## src/rtl/spi_burst_slave.sv

```systemverilog
// SPI mode-0 burst register slave: R/W bit, address, then auto-incrementing data words.
// SCLK, MOSI and SS are oversampled in the CLK domain; CLK must run at least 8x SCLK.
module spi_burst_slave #(
  parameter int ADDR_W      = 7,
  parameter int DATA_W      = 8,
  parameter int SYNC_STAGES = 2
) (
  input  logic              CLK,
  input  logic              RST,
  input  logic              SCLK,
  input  logic              MOSI,
  input  logic              SS,
  output logic              MISO,
  output logic              MISO_OE,
  output logic [ADDR_W-1:0] ADDR,
  output logic [DATA_W-1:0] WR_DATA,
  output logic              WR_EN,
  output logic              RD_EN,
  input  logic [DATA_W-1:0] RD_DATA,
  output logic              FRAME_ERR,
  output logic              BUSY
);
  localparam int         MAX_W   = (ADDR_W > DATA_W) ? ADDR_W : DATA_W;
  localparam int         CNT_W   = $clog2(MAX_W + 1);
  localparam logic [2:0] SETTLED = 3'(SYNC_STAGES + 1);

  typedef enum logic [2:0] {S_IDLE, S_CMD, S_ADDR, S_DATA, S_WAIT_SS} state_e;

  logic [SYNC_STAGES-1:0] sclk_sync_q, sclk_sync_d;
  logic [SYNC_STAGES-1:0] mosi_sync_q, mosi_sync_d;
  logic [SYNC_STAGES-1:0] ss_sync_q, ss_sync_d;
  logic                   sclk_prev_q, ss_prev_q;
  logic                   sclk_s, mosi_s, ss_s;
  logic                   sclk_rise, sclk_fall, ss_rise, ss_fall, settled;

  state_e              state_q, state_d;
  logic [CNT_W-1:0]    bit_cnt_q, bit_cnt_d;
  logic [2:0]          settle_q, settle_d;
  logic                rw_q, rw_d;
  logic                first_q, first_d;
  logic [ADDR_W-1:0]   addr_q, addr_d;
  logic [DATA_W-2:0]   data_sr_q, data_sr_d;
  logic [DATA_W-1:0]   wr_data_q, wr_data_d;
  logic [DATA_W-1:0]   tx_sr_q, tx_sr_d;
  logic [DATA_W-1:0]   pre_q, pre_d;
  logic                wr_en_q, wr_en_d;
  logic                rd_en_q, rd_en_d;
  logic                rd_first_q, rd_first_d;
  logic                cap_q, cap_d;
  logic                cap_tx_q, cap_tx_d;
  logic                frame_err_q, frame_err_d;

  assign sclk_sync_d = {sclk_sync_q[SYNC_STAGES-2:0], SCLK};
  assign mosi_sync_d = {mosi_sync_q[SYNC_STAGES-2:0], MOSI};
  assign ss_sync_d   = {ss_sync_q[SYNC_STAGES-2:0], SS};

  assign sclk_s    = sclk_sync_q[SYNC_STAGES-1];
  assign mosi_s    = mosi_sync_q[SYNC_STAGES-1];
  assign ss_s      = ss_sync_q[SYNC_STAGES-1];
  assign sclk_rise = sclk_s & ~sclk_prev_q;
  assign sclk_fall = ~sclk_s & sclk_prev_q;
  assign ss_rise   = ss_s & ~ss_prev_q;
  assign ss_fall   = ~ss_s & ss_prev_q;
  // The SS fall produced by flushing the preset synchroniser after reset must not start a frame.
  assign settled   = (settle_q == SETTLED);

  always_comb begin
    // NOTE: every _d defaults to its _q (or to 0 for strobes) first, so no path can infer a latch.
    state_d     = state_q;
    bit_cnt_d   = bit_cnt_q;
    settle_d    = settle_q;
    rw_d        = rw_q;
    first_d     = first_q;
    addr_d      = addr_q;
    data_sr_d   = data_sr_q;
    wr_data_d   = wr_data_q;
    tx_sr_d     = tx_sr_q;
    pre_d       = pre_q;
    wr_en_d     = 1'b0;
    rd_en_d     = 1'b0;
    rd_first_d  = 1'b0;
    frame_err_d = 1'b0;
    cap_d       = rd_en_q;
    cap_tx_d    = rd_first_q;

    if (!settled) settle_d = settle_q + 3'd1;
    if (cap_q) begin
      if (cap_tx_q) tx_sr_d = RD_DATA;
      else          pre_d   = RD_DATA;
    end
    // Writes hold ADDR through the WR_EN cycle and advance it afterwards.
    if (wr_en_q) addr_d = addr_q + ADDR_W'(1);

    case (state_q)
      S_IDLE: begin
        if (settled) begin
          if (ss_fall)    state_d = S_CMD;
          else if (!ss_s) state_d = S_WAIT_SS;
        end
      end
      S_CMD: begin
        if (ss_rise) state_d = S_IDLE;
        else if (sclk_rise) begin
          rw_d      = mosi_s;
          bit_cnt_d = '0;
          state_d   = S_ADDR;
        end
      end
      S_ADDR: begin
        if (ss_rise) begin
          state_d     = S_IDLE;
          frame_err_d = 1'b1;
        end else if (sclk_rise) begin
          addr_d = {addr_q[ADDR_W-2:0], mosi_s};
          if (bit_cnt_q == CNT_W'(ADDR_W - 1)) begin
            bit_cnt_d  = '0;
            first_d    = 1'b1;
            rd_en_d    = rw_q;
            rd_first_d = rw_q;
            state_d    = S_DATA;
          end else begin
            bit_cnt_d = bit_cnt_q + CNT_W'(1);
          end
        end
      end
      S_DATA: begin
        if (ss_rise) begin
          state_d     = S_IDLE;
          frame_err_d = (bit_cnt_q != '0);
        end else if (sclk_rise) begin
          first_d   = 1'b0;
          data_sr_d = (DATA_W-1)'({data_sr_q, mosi_s});
          // Prefetch the next word's address while the current one is still shifting out.
          if (rw_q && bit_cnt_q == '0) begin
            rd_en_d = 1'b1;
            addr_d  = addr_q + ADDR_W'(1);
          end
          if (bit_cnt_q == CNT_W'(DATA_W - 1)) begin
            bit_cnt_d = '0;
            wr_en_d   = ~rw_q;
            if (!rw_q) wr_data_d = {data_sr_q, mosi_s};
          end else begin
            bit_cnt_d = bit_cnt_q + CNT_W'(1);
          end
        end else if (sclk_fall && rw_q) begin
          if (bit_cnt_q != '0) tx_sr_d = {tx_sr_q[DATA_W-2:0], 1'b0};
          else if (!first_q)   tx_sr_d = pre_q;
        end
      end
      S_WAIT_SS: begin
        if (ss_rise) state_d = S_IDLE;
      end
      default: state_d = S_IDLE;
    endcase
  end

  always_ff @(posedge CLK or negedge RST) begin
    if (!RST) begin
      sclk_sync_q <= '0;
      mosi_sync_q <= '0;
      ss_sync_q   <= '1;
      sclk_prev_q <= 1'b0;
      ss_prev_q   <= 1'b1;
      state_q     <= S_IDLE;
      bit_cnt_q   <= '0;
      settle_q    <= '0;
      rw_q        <= 1'b0;
      first_q     <= 1'b0;
      addr_q      <= '0;
      data_sr_q   <= '0;
      wr_data_q   <= '0;
      tx_sr_q     <= '0;
      pre_q       <= '0;
      wr_en_q     <= 1'b0;
      rd_en_q     <= 1'b0;
      rd_first_q  <= 1'b0;
      cap_q       <= 1'b0;
      cap_tx_q    <= 1'b0;
      frame_err_q <= 1'b0;
    end else begin
      // NOTE: <= makes every flop sample pre-edge values regardless of statement order.
      sclk_sync_q <= sclk_sync_d;
      mosi_sync_q <= mosi_sync_d;
      ss_sync_q   <= ss_sync_d;
      sclk_prev_q <= sclk_s;
      ss_prev_q   <= ss_s;
      state_q     <= state_d;
      bit_cnt_q   <= bit_cnt_d;
      settle_q    <= settle_d;
      rw_q        <= rw_d;
      first_q     <= first_d;
      addr_q      <= addr_d;
      data_sr_q   <= data_sr_d;
      wr_data_q   <= wr_data_d;
      tx_sr_q     <= tx_sr_d;
      pre_q       <= pre_d;
      wr_en_q     <= wr_en_d;
      rd_en_q     <= rd_en_d;
      rd_first_q  <= rd_first_d;
      cap_q       <= cap_d;
      cap_tx_q    <= cap_tx_d;
      frame_err_q <= frame_err_d;
    end
  end

  assign MISO      = (state_q == S_DATA) && rw_q && tx_sr_q[DATA_W-1];
  assign MISO_OE   = ~ss_s;
  assign ADDR      = addr_q;
  assign WR_DATA   = wr_data_q;
  assign WR_EN     = wr_en_q;
  assign RD_EN     = rd_en_q;
  assign FRAME_ERR = frame_err_q;
  assign BUSY      = (state_q != S_IDLE);
endmodule
```

## config.mk

```make
export PLATFORM = sky130hd
export DESIGN_NAME = spi_burst_slave
export DESIGN_NICKNAME = d
export VERILOG_FILES = /design/src/rtl/spi_burst_slave.sv
export SDC_FILE = /design/constraint.sdc
export NUM_CORES = 1
export LEC_CHECK = 0
export CAP_MARGIN = 20
export CORE_MARGIN = 2
export CORE_UTILIZATION = 61
export DETAILED_ROUTE_END_ITERATION = 12
export PLACE_DENSITY = 0.88
export SLEW_MARGIN = 10
export SYNTH_ARGS = -nofsm -noshare
export SYNTH_HDL_FRONTEND = slang
export SYNTH_SLANG_ARGS = --single-unit
```

## constraint.sdc

```tcl
create_clock -name CLK -period 5.3 [get_ports CLK]
set_input_delay 1.06 -clock CLK [delete_from_list [all_inputs] [get_ports CLK]]
set_output_delay 1.06 -clock CLK [all_outputs]
set_load 0.1 [all_outputs]
```

* After elaboration in Yosys (flattened, before gate mapping)
Cells that the tools add are included.
Storage, ports and cells: bits in registers 64, bits in latches 0, bits in writable memories 0, ROM bits 0, input bits 13, output and inout port bits 21, word-level logic and storage cells 128, memories kept 0
Operators by class: add/sub/neg operators 3, $mul 0, div/mod/pow operators 0, magnitude comparators 0, equality and inequality tests 20, shifts and indexed selects 0, muxes and demuxes 55, bitwise logic cells 11, reduce and logical (&&, ||, !) cells 18
Operators with widths (number):
- $mux 8 | 8
- $mux 7 | 6
- $mux 4 | 8
- $mux 3 | 9
- $mux 1 | 18
- $ne 2x2->1 const B | 8
- $pmux 7 s2 | 1
- $ne 3x3->1 const B | 4
- $pmux 3 s4 | 1
- $pmux 4 s3 | 1
- $reduce_and 6->1 | 2
- $eq 3x2->1 const B | 3
- $eq 4x3->1 const B | 2
- $add 7x1->7 const B | 1
- $not 1->1 | 7
- $reduce_and 7->1 | 1
- $pmux 1 s2 | 3
- $reduce_and 3->1 | 2
- $reduce_bool 3->1 | 2
- $reduce_and 5->1 | 1
- $add 4x1->4 const B | 1
- $and 1x1->1 | 4
- $logic_and 1x1->1 | 4
- $logic_not 4->1 | 1
- other kinds (9) | 9

* Longest topological paths before layout
Gate-level depths: netlist (run 1).
word-level depth 8, mapped depth 8, gate-level depth less buffers 7

* Worst setup path before layout (run 1)
OpenSTA, ideal clock, no wires.
kind reg2out, from register state_q[2], to output port MISO, arrival time 1972 ps, data required time 4240 ps, slack 2268 ps, stages on the path, launching flop included 4, buffers on the path 1, cells stage by stage dfrtp_1 -> buf_2 -> nand4b_4 -> nor2_1
Between the ends: cells in the longest elaborated chain, start to end 3
RTL lines:
- from (decl) | line 36 | state_e state_q, state_d;
- from (signal assigned) | line 187 | state_q <= state_d;
- $eq 3x2->1 | line 206 | assign MISO = (state_q == S_DATA) && rw_q && tx_sr_q[DATA_W-1];
- $logic_and 1x1->1 (2 in a row) | line 206
- to (decl) | line 13 | output logic MISO,
Every way passes these cells.

* Worst setup path in the final report (run 1)
from register state_q[0], to output port BUSY
Between the ends: cells in the longest elaborated chain, start to end 1
RTL lines:
- $reduce_bool 3->1 | line 213 | assign BUSY = (state_q != S_IDLE);
- to (decl) | line 21 | output logic BUSY
Every way passes these cells.

==> metrics, run 1 <==
slowest stage cell, crit path clkdlybuf4s50_1; most frequent cells in the layout dfrtp_1, clkdlybuf4s50_1, nand2_1, mux2_2, nor2_1; Synth area leader dfrtp_1; CP bufs+invs 1; leading cell type in the layout, fill and taps excluded dfrtp_1; Seq pwr share 42.3%; GRT overflow 0; Mean Syn Cell Area ~11 um2; endpoint class of the critical path output pin; Max VDD drop between 200 and 300 uV; Setup TNS Final 0 ns; max-cap violation count 0; Worst Setup Path Type reg2out; Post-synth EDFFs 0; CTS resizes 0; full die area between 0.005 and 0.006 mm2; CTS tree yes; Power Total 1.43 mW; Post-Place Cells between 300 and 400; Post-synth ARST share 100%; pins over their slew limit 0; Syn Nets 310; Post-DP HPWL about 4.4 mm; Clock Skews about 0.0085 ns; Clk pwr share 29.9%; DR vias 2,411; DRT Pass-1 Iters 5; DRT antenna net count 0; hold path start sclk_sync_q[0]$_DFF_PN0_; first-pass GRT wire length approximately 11 mm; # DRC 0; hold path cells 0; sequential cell area fraction in the yosys report between 50 and 60%; crit-path cells nor2_1 -> nand2_1 -> clkdlybuf4s50_1; total CTS buffers 9; PwrDens approximately 380 mW/mm2; Rel. slew slack between 30% and 40%; switching share of total power 37.1%; clock latency on the worst-skew pair 0.35 ns; Layout Nets between 300 and 400; status completed; gr usage total ~24%; synthesis-to-finish area growth 17.7%; Least-Margin Pin Slew 1.00 ns; Final min period around 3.8 ns; number of global-route vias before repair between 2,000 and 3,000; Int Pwr around 0.90 mW; WL final ~6.4 mm; CTS sink cnt 64; CTS Buffer Depth 2; Port Buf Inserts 33; CP required 4.24 ns; Rows 26; Startpoint Class flop; Gate power share between 20% and 30%; Placeable Area about 0.0051 mm2; Hold WC Path Type reg2reg; largest net degree at the start of global routing 65; drt via density between 6 and 7; Unique masters post-synth 60; Iter 0 DRT Violations about 160; antenna diode count 0; cts hold-fix bufs 0; YS warnings 0; # IOs 34; highest clock rate about 260 MHz; Hold Path End sclk_sync_q[1]$_DFF_PN0_; cell area after synthesis between 0.003 and 0.004 mm2; Tcrit/Tclk final a little under three quarters; post-route cell area approximately 0.0038 mm2; Die W about 76 um; final hold vios 0; Crit path arrival time between 2 and 3 ns; RSZ-0062 raised after global routing no; synthesized netlist cell count 291; Worst Path Max Fanout 20; Worst R2R End tx_sr_q[5]$_DFF_PN0_; Top delay family on crit path buffers and inverters; H-tree depth 3; reg2reg path depth 5; Synth area leaders dfrtp_1, mux2_2, mux2i_1; GPL Wtd Cong about 0.9; root buffer cell clkbuf_8; area of placed instances 0.00356 mm2; Setup Buffers After CTS 0; DIE HEIGHT between 70 and 80 um; final count of negative-setup-slack endpoints 0; post-synth top area share between 40% and 50%; Post-Layout Cell Count roughly 400; Leak approximately 1.7 nW; Primary FF master, synth dfrtp_1; R2R Path Start state_q[0]$_DFFE_PN0P_; initial antenna violation count 0; Yosys reg bits 64; initial core utilization between 60% and 70%; fraction of layout cells with a size suffix above 1 between 15 and 20%; Clk pin slew, worst setup/hold paths about 0.07 ns; max incr delay on CP ~1.1 ns; NetSw about 0.53 mW; R2R Setup Slk between 2 and 3 ns; Routed wire per std cell about 16 um
[worst max path at each step]
stage,end,start,cells after the start,slack [ns]
floorplan,MISO,state_q[2]$_DFFE_PN0P_,3,2.27
global placement,BUSY,state_q[0]$_DFFE_PN0P_,3,1.94
detailed placement,BUSY,state_q[0]$_DFFE_PN0P_,3,1.90
CTS,BUSY,state_q[0]$_DFFE_PN0P_,3,1.52
global route,BUSY,state_q[0]$_DFFE_PN0P_,3,1.40
finish,BUSY,state_q[0]$_DFFE_PN0P_,3,1.49
[per-layer routing]
metal  vias up  track usage, %  wire (um)
met2        80            40.1       3160
met4         0            15.6        165
met1      1197            29.4       2790
met3        16            4.98        275
li1       1118               -          -
met5         -               0          0
[cell families (layout without fill, tap and decap cells)]
logic type | Yosys count | in the layout | share of synthesized area (%)
AND/OR/NAND/NOR | 91 | 91 | 16.1
flip-flops | 64 | 64 | 50.1
AO/OA/AOI/OAI | 61 | 61 | 13.5
multiplexers | 36 | 36 | 12.3
buffers and inverters | 25 | 63 | 3.44
XOR/XNOR | 8 | 8 | 2.19
adder cells (fa/ha/maj) | 6 | 6 | 2.34
[worst register-to-register path: stages, from the launching register on]
cell	delay, ns
dfrtp_1	0.84
nand4b_4	0.22
or3_1	0.59
or3_1	0.38
a21oi_1	0.18
a211oi_1	0.09
[synth_stat cells (3+ instances only)]
| library cell | n |
|---|---|
| a31oi_1 | 3 |
| a21oi_1 | 16 |
| nand2b_1 | 5 |
| o31ai_1 | 7 |
| ha_1 | 6 |
| nand3_1 | 6 |
| nor2_1 | 17 |
| mux2i_1 | 10 |
| nor2b_1 | 3 |
| buf_2 | 4 |
| inv_1 | 13 |
| dfrtp_1 | 61 |
| nor3_1 | 8 |
| xor2_1 | 3 |
| nand2_1 | 26 |
| xnor2_1 | 5 |
| clkbuf_1 | 5 |
| dfstp_2 | 3 |
| or3_1 | 8 |
| mux2_2 | 26 |
| a211oi_1 | 7 |
| o21ai_0 | 7 |
[registers in the layout (all words and copies together), names as in the netlist]
register	flops
RD_EN	1
WR_DATA	8
sclk_sync_q	2
ss_prev_q	1
mosi_sync_q	2
data_sr_q	7
cap_tx_q	1
state_q	3
cap_q	1
cap_tx_d	1
first_q	1
tx_sr_q	8
ss_sync_q	2
settle_q	3
pre_q	8
sclk_prev_q	1
ADDR	7
rw_q	1
FRAME_ERR	1
WR_EN	1
bit_cnt_q	4
[layout make-up]
cell class                      instances  area (um2)
Tap cell                               70        87.6
Fill cell                             356        1310
Sequential cell                        64        1610
Multi-Input combinational cell        202        1490
Timing Repair Buffer                   34         333
Clock inverter                          5        55.1
Clock buffer                           11         151
Inverter                               13        48.8
[power by group through the flow]
stage / registers, mW / clock network (mW) / logic (mW)
floorplan: 0.659 / 0 / 0.260
CTS: 0.602 / 0.436 / 0.398
global route: 0.612 / 0.462 / 0.430
finish: 0.604 / 0.427 / 0.399
detailed placement: 0.611 / 0 / 0.397
global placement: 0.608 / 0 / 0.388
[stage by stage]
step	setup slack, ns	util (%)	hold WS [ns]
5_1_grt	1.40	74.3	0.365
4_1_cts	1.52	74.3	0.349
3_5_place_dp	1.90	70.2	0.335
6_report	1.49	74.3	0.345
2_1_floorplan	2.27	-	0.331
3_3_place_gp	1.94	70.2	0.334
Power figures use the tool's default switching activity.
==> run 2: changes to the inputs <==
--- a/config.mk
+++ b/config.mk
@@ -7,9 +7,9 @@
 export LEC_CHECK = 0
 export CAP_MARGIN = 20
 export CORE_MARGIN = 2
-export CORE_UTILIZATION = 61
+export CORE_UTILIZATION = 51
 export DETAILED_ROUTE_END_ITERATION = 12
-export PLACE_DENSITY = 0.88
+export PLACE_DENSITY = 0.79
 export SLEW_MARGIN = 10
 export SYNTH_ARGS = -nofsm -noshare
 export SYNTH_HDL_FRONTEND = slang
==> constraint.sdc (replaced) <==
create_clock -name CLK -period 3.4 [get_ports CLK]
set_input_delay 0.68 -clock CLK [delete_from_list [all_inputs] [get_ports CLK]]
set_output_delay 0.68 -clock CLK [all_outputs]
set_load 0.1 [all_outputs]
==> run 2 against run 1 <==
Sequential power rose by 56%; clock power rose by 38%; combinational power rose by 54%; clock-buffer cell count fell by 1; critical endpoint is now MISO_OE; largest power group unchanged; hold slack got worse by 0.085 ns; first-iteration DRC count rose by 45%; global-route usage fell by 4.9 points; die area rose by 19%; register-to-register slack got worse by 1.8 ns.
==> metrics, run 2 (synthesis gave the netlist of run 1 again) <==
status completed; # DRC 0; Max VDD drop 535 uV; Rel. slew slack a little over a third; fraction of layout cells with a size suffix above 1 around 23%; initial core utilization between 50% and 60%; RSZ-0062 raised after global routing no; final count of negative-setup-slack endpoints 0; Clk pwr share around 27%; crit-path cells inv_1 -> clkdlybuf4s50_1; switching share of total power about two fifths; number of global-route vias before repair between 2,000 and 2,500; Startpoint Class flop; DRT antenna net count 0; Iter 0 DRT Violations 224; worst hold slack roughly 0.26 ns; root buffer cell clkbuf_8; CTS Buffer Depth 2; final hold vios 0; Final min period 2.60 ns; Top delay family on crit path buffers and inverters; endpoint class of the critical path output pin; DR vias 2,361; H-tree depth 3; Post-DP HPWL about 4.4 mm; Setup TNS Final 0 ns; NetSw approximately 0.84 mW; CTS sink cnt 64; Levels on crit path 2; slowest stage cell, crit path clkdlybuf4s50_1; Setup crit start ss_sync_q[1]$_DFF_PN1_; max incr delay on CP ~0.96 ns; Die W 83.3 um; full die area roughly 0.0069 mm2; GPL Wtd Cong around 0.87; Layout Nets approximately 350; Setup Buffers After CTS 0; drt via density about 5.8; setup ws final approximately 0.8 ns; max-cap violation count 0; Rows 28; CP required 2.72 ns; Worst R2R End tx_sr_q[3]$_DFF_PN0_; initial antenna violation count 0; Clk pin slew, worst setup/hold paths 0.08 ns; most frequent cells in the layout dfrtp_1, nand2_1, mux2_2, buf_4, nor2_1; total CTS buffers 9; pins over their slew limit 0; cts hold-fix bufs 0; gr usage total 19.6%; CP bufs+invs 2; GRT overflow 0; Clock Skews between 0.01 and 0.015 ns; Port Buf Inserts 33; CTS tree yes; WL final 6.34 mm; Leak 1.75 nW; R2R Setup Slk 1.02 ns; PwrDens just under 600 mW/mm2; Worst Setup Path Type reg2out; Int Pwr approximately 1.3 mW; Seq pwr share between 40% and 50%; highest clock rate between 300 and 400 MHz; largest net degree at the start of global routing 27; leading cell type in the layout, fill and taps excluded dfrtp_1; Power Total ~2.1 mW; Placeable Area approximately 0.006 mm2; Routed wire per std cell roughly 16 um; DRT Pass-1 Iters 4; Worst Path Max Fanout 6; synthesis-to-finish area growth 16.3%; Crit path arrival time roughly 1.9 ns; Least-Margin Pin Slew 0.967 ns; antenna diode count 0; CTS resizes 0; Tcrit/Tclk final between 70% and 80%; Hold WC Path Type in2async; Post-Layout Cell Count a little over 400; first-pass GRT wire length around 11 mm; R2R Path Start state_q[0]$_DFFE_PN0P_; DIE HEIGHT 83.3 um; clock latency on the worst-skew pair about 0.34 ns; Post-Place Cells 390; Gate power share between 20 and 30%; # IOs 34; pre-CTS setup slack 1.03 ns; reg2reg path depth 5
==> run 2: layer usage <==
layer  global-route usage, %  vias to the layer above  part of all wire (%)
met5                       0                        -                     0
met1                    25.2                     1146                    45
li1                        -                     1123                     -
met4                    9.24                        0                   2.4
met2                    31.3                       76                    47
met3                    4.47                       16                   5.3
==> run 2: worst max-delay path by stage <==
stage,end,slack (ns)
6_report,MISO_OE,0.80
5_1_grt,MISO_OE,0.74
4_1_cts,MISO_OE,0.78
3_5_place_dp,tx_sr_q[3]$_DFF_PN0_,1.03
3_3_place_gp,ADDR[3]$_DFF_PN0_,1.09
2_1_floorplan,MISO,0.75
==> run 2: power by group through the flow <==
stage | Combinational [mW] | Sequential, mW | Clock (mW)
floorplan | 0.406 | 1.03 | 0
global placement | 0.605 | 0.954 | 0
detailed placement | 0.613 | 0.953 | 0
CTS | 0.618 | 0.939 | 0.603
global route | 0.664 | 0.955 | 0.641
finish | 0.615 | 0.943 | 0.588
==> run 2: cell type report <==
type	count	area (um2)
Inverter	13	48.8
Clock buffer	10	138
Sequential cell	64	1610
Multi-Input combinational cell	202	1490
Fill cell	507	2270
Tap cell	75	93.8
Clock inverter	6	43.8
Timing Repair Buffer	36	308
==> run 2: metrics by stage <==
| stage | area [um2] | utilization, % |
|---|---|---|
| final | 3720 | 62.2 |
| after global routing | 3720 | 62.2 |
| after CTS | 3720 | 62.2 |
| after detailed placement | 3540 | 59.1 |
| after global placement | 3540 | 59.1 |
| after floorplan | 3200 | - |
==> run 3: changes to the inputs <==
==> constraint.sdc (replaced) <==
create_clock -name CLK -period 2.3 [get_ports CLK]
set_input_delay 0.46 -clock CLK [delete_from_list [all_inputs] [get_ports CLK]]
set_output_delay 0.46 -clock CLK [all_outputs]
set_load 0.1 [all_outputs]
==> run 3 against run 2 <==
Hold slack worse by 0.17 ns; register-to-register slack got worse by 0.86 ns; sequential power is 44% higher; clock-buffer cell count is 1 lower; clock power rose by 66%; clock skew shrank 0.0037 ns; non-clock buffer count up 8; largest power group unchanged.
==> metrics, run 3 (synthesis gave the netlist of run 1 again) <==
CTS sink cnt 64; CTS Buffer Depth 2; DRT Pass-1 Iters 4; Tcrit/Tclk final 93.2%; Startpoint Class flop; final count of negative-setup-slack endpoints 0; GRT overflow 0; wire length on met1 ~2.9 mm; H-tree depth 3; total CTS buffers 9; GPL Wtd Cong around 0.92; Clock Skews roughly 0.011 ns; Worst Setup Path Type reg2reg; wire length on met2 3.21 mm; max-cap violation count 0; DIE HEIGHT about 83 um; Crit path arrival time roughly 2.4 ns; CP Capture Point ADDR[3]$_DFF_PN0_; Setup Buffers After CTS 0; setup ws final 0.156 ns; reg2reg path depth 7; Gate power share 30.7%; initial antenna violation count 0; endpoint class of the critical path flop; first-pass GRT wire length around 11 mm; switching share of total power between 30% and 40%; NetSw around 1.3 mW; PwrDens 881 mW/mm2; RSZ-0062 raised after global routing no; Die W ~83 um; Routed wire per std cell roughly 16 um; Iter 0 DRT Violations ~150; status completed; most frequent cells in the layout dfrtp_1, buf_4, nand2_1, mux2_2; pins over their slew limit 0; Layout Nets around 350; largest net degree at the start of global routing 25; slowest stage cell, crit path dfrtp_1; Least-Margin Pin Slew between 0.5 and 0.6 ns; WL met3 about 260 um; CP bufs+invs 1; Int Pwr 2.08 mW; Post-DP HPWL approximately 4.7 mm; Setup crit start bit_cnt_q[0]$_DFFE_PN0P_; drt via density 5.77; root buffer cell clkbuf_8; Util after Layout between 60% and 70%; Final min period approximately 2.1 ns; antenna diode count 0; Port Buf Inserts 33; DR vias approximately 2,400; DRT antenna net count 0; Hold WC Path Type in2async; fraction of layout cells with a size suffix above 1 a little over a quarter; Leak between 1.5 and 2 nW; Top delay family on crit path compound AO/OA/AOI/OAI gates; highest clock rate around 470 MHz; Placeable Area 0.00599 mm2; Levels on crit path 7; Worst R2R End ADDR[3]$_DFF_PN0_; area of placed instances between 0.003 and 0.004 mm2; leading cell type in the layout, fill and taps excluded dfrtp_1; crit-path cells inv_1 -> ha_1 -> or3b_1 -> o41ai_4 -> nand2_1 -> a2111oi_2 -> a21o_1; Setup TNS Final 0 ns; Max VDD drop 465 uV; initial core utilization around 53%; # DRC 0; CTS tree yes; CP required ~2.6 ns; synthesis-to-finish area growth 19.6%; post-route cell area ~0.0038 mm2; pre-CTS setup slack ~0.17 ns; number of global-route vias before repair 2,425; clock latency on the worst-skew pair around 0.35 ns; worst hold slack around 0.086 ns; max incr delay on CP ~0.42 ns; Rows 28; final hold vios 0; Rel. slew slack 64.6%; R2R Setup Slk about 0.16 ns; R2R Path Start bit_cnt_q[0]$_DFFE_PN0P_; Clk pin slew, worst setup/hold paths about 0.080 ns; Worst Path Max Fanout 5; gr usage total about 20%; Seq pwr share 40.3%; WL final ~6.5 mm; top sig layer met4; Clk pwr share 29.0%; # IOs 34; full die area 0.00693 mm2
run 3: changes by cell type in the layout (fill, tap and decap cells not counted), moves of 2 or more:
cell	change
buf_12	+2
buf_4	+11
clkdlybuf4s50_1	-5
clkinv_4	+2
clkinvlp_4	-2
dfrtp_1	-2
dfrtp_2	+2
run 3: repair_timing:
item / 4_1_cts / 5_1_grt
gates resized for setup: 0 / 1
setup endpoints to repair: 0 / 1
hold buffers: 0 / 0
run 3: layout make-up:
type                    instances  area (um2)
clock inverters                 7        80.1
well taps                      75        93.8
multi-input cells             202        1500
inverters                      13        48.8
flip-flops and latches         64        1610
fillers                       465        2160
repair buffers                 44         380
clock buffers                   9         124
run 3: how the worst min path moves through the flow:
stage	to	depth (start not counted)
finish	pre_q[3]$_DFFE_PN0P_	1
global route	pre_q[3]$_DFFE_PN0P_	1
CTS	pre_q[3]$_DFFE_PN0P_	1
detailed placement	sclk_sync_q[1]$_DFF_PN0_	0
global placement	mosi_sync_q[1]$_DFF_PN0_	0
floorplan	ADDR[0]$_DFF_PN0_	0
run 3: per-stage QoR:
stage	power, mW	instances
4_1_cts	3.40	414
5_1_grt	3.55	414
3_5_place_dp	2.41	398
6_report	3.38	414
3_3_place_gp	2.38	398
2_1_floorplan	2.12	291
run 3: power groups by stage:
stage	clock (mW)	sequential, mW	combinational (mW)
finish	0.978	1.36	1.04
floorplan	0	1.52	0.600
global placement	0	1.37	1.01
CTS	1.01	1.36	1.04
detailed placement	0	1.38	1.03
global route	1.05	1.38	1.12
run 3: layer usage:
metal  up-vias  global-route usage [%]
li1       1148                       -
met1      1183                    25.1
met2        47                    32.0
met3        10                    4.87
met4         0                    11.0
met5         -                       0
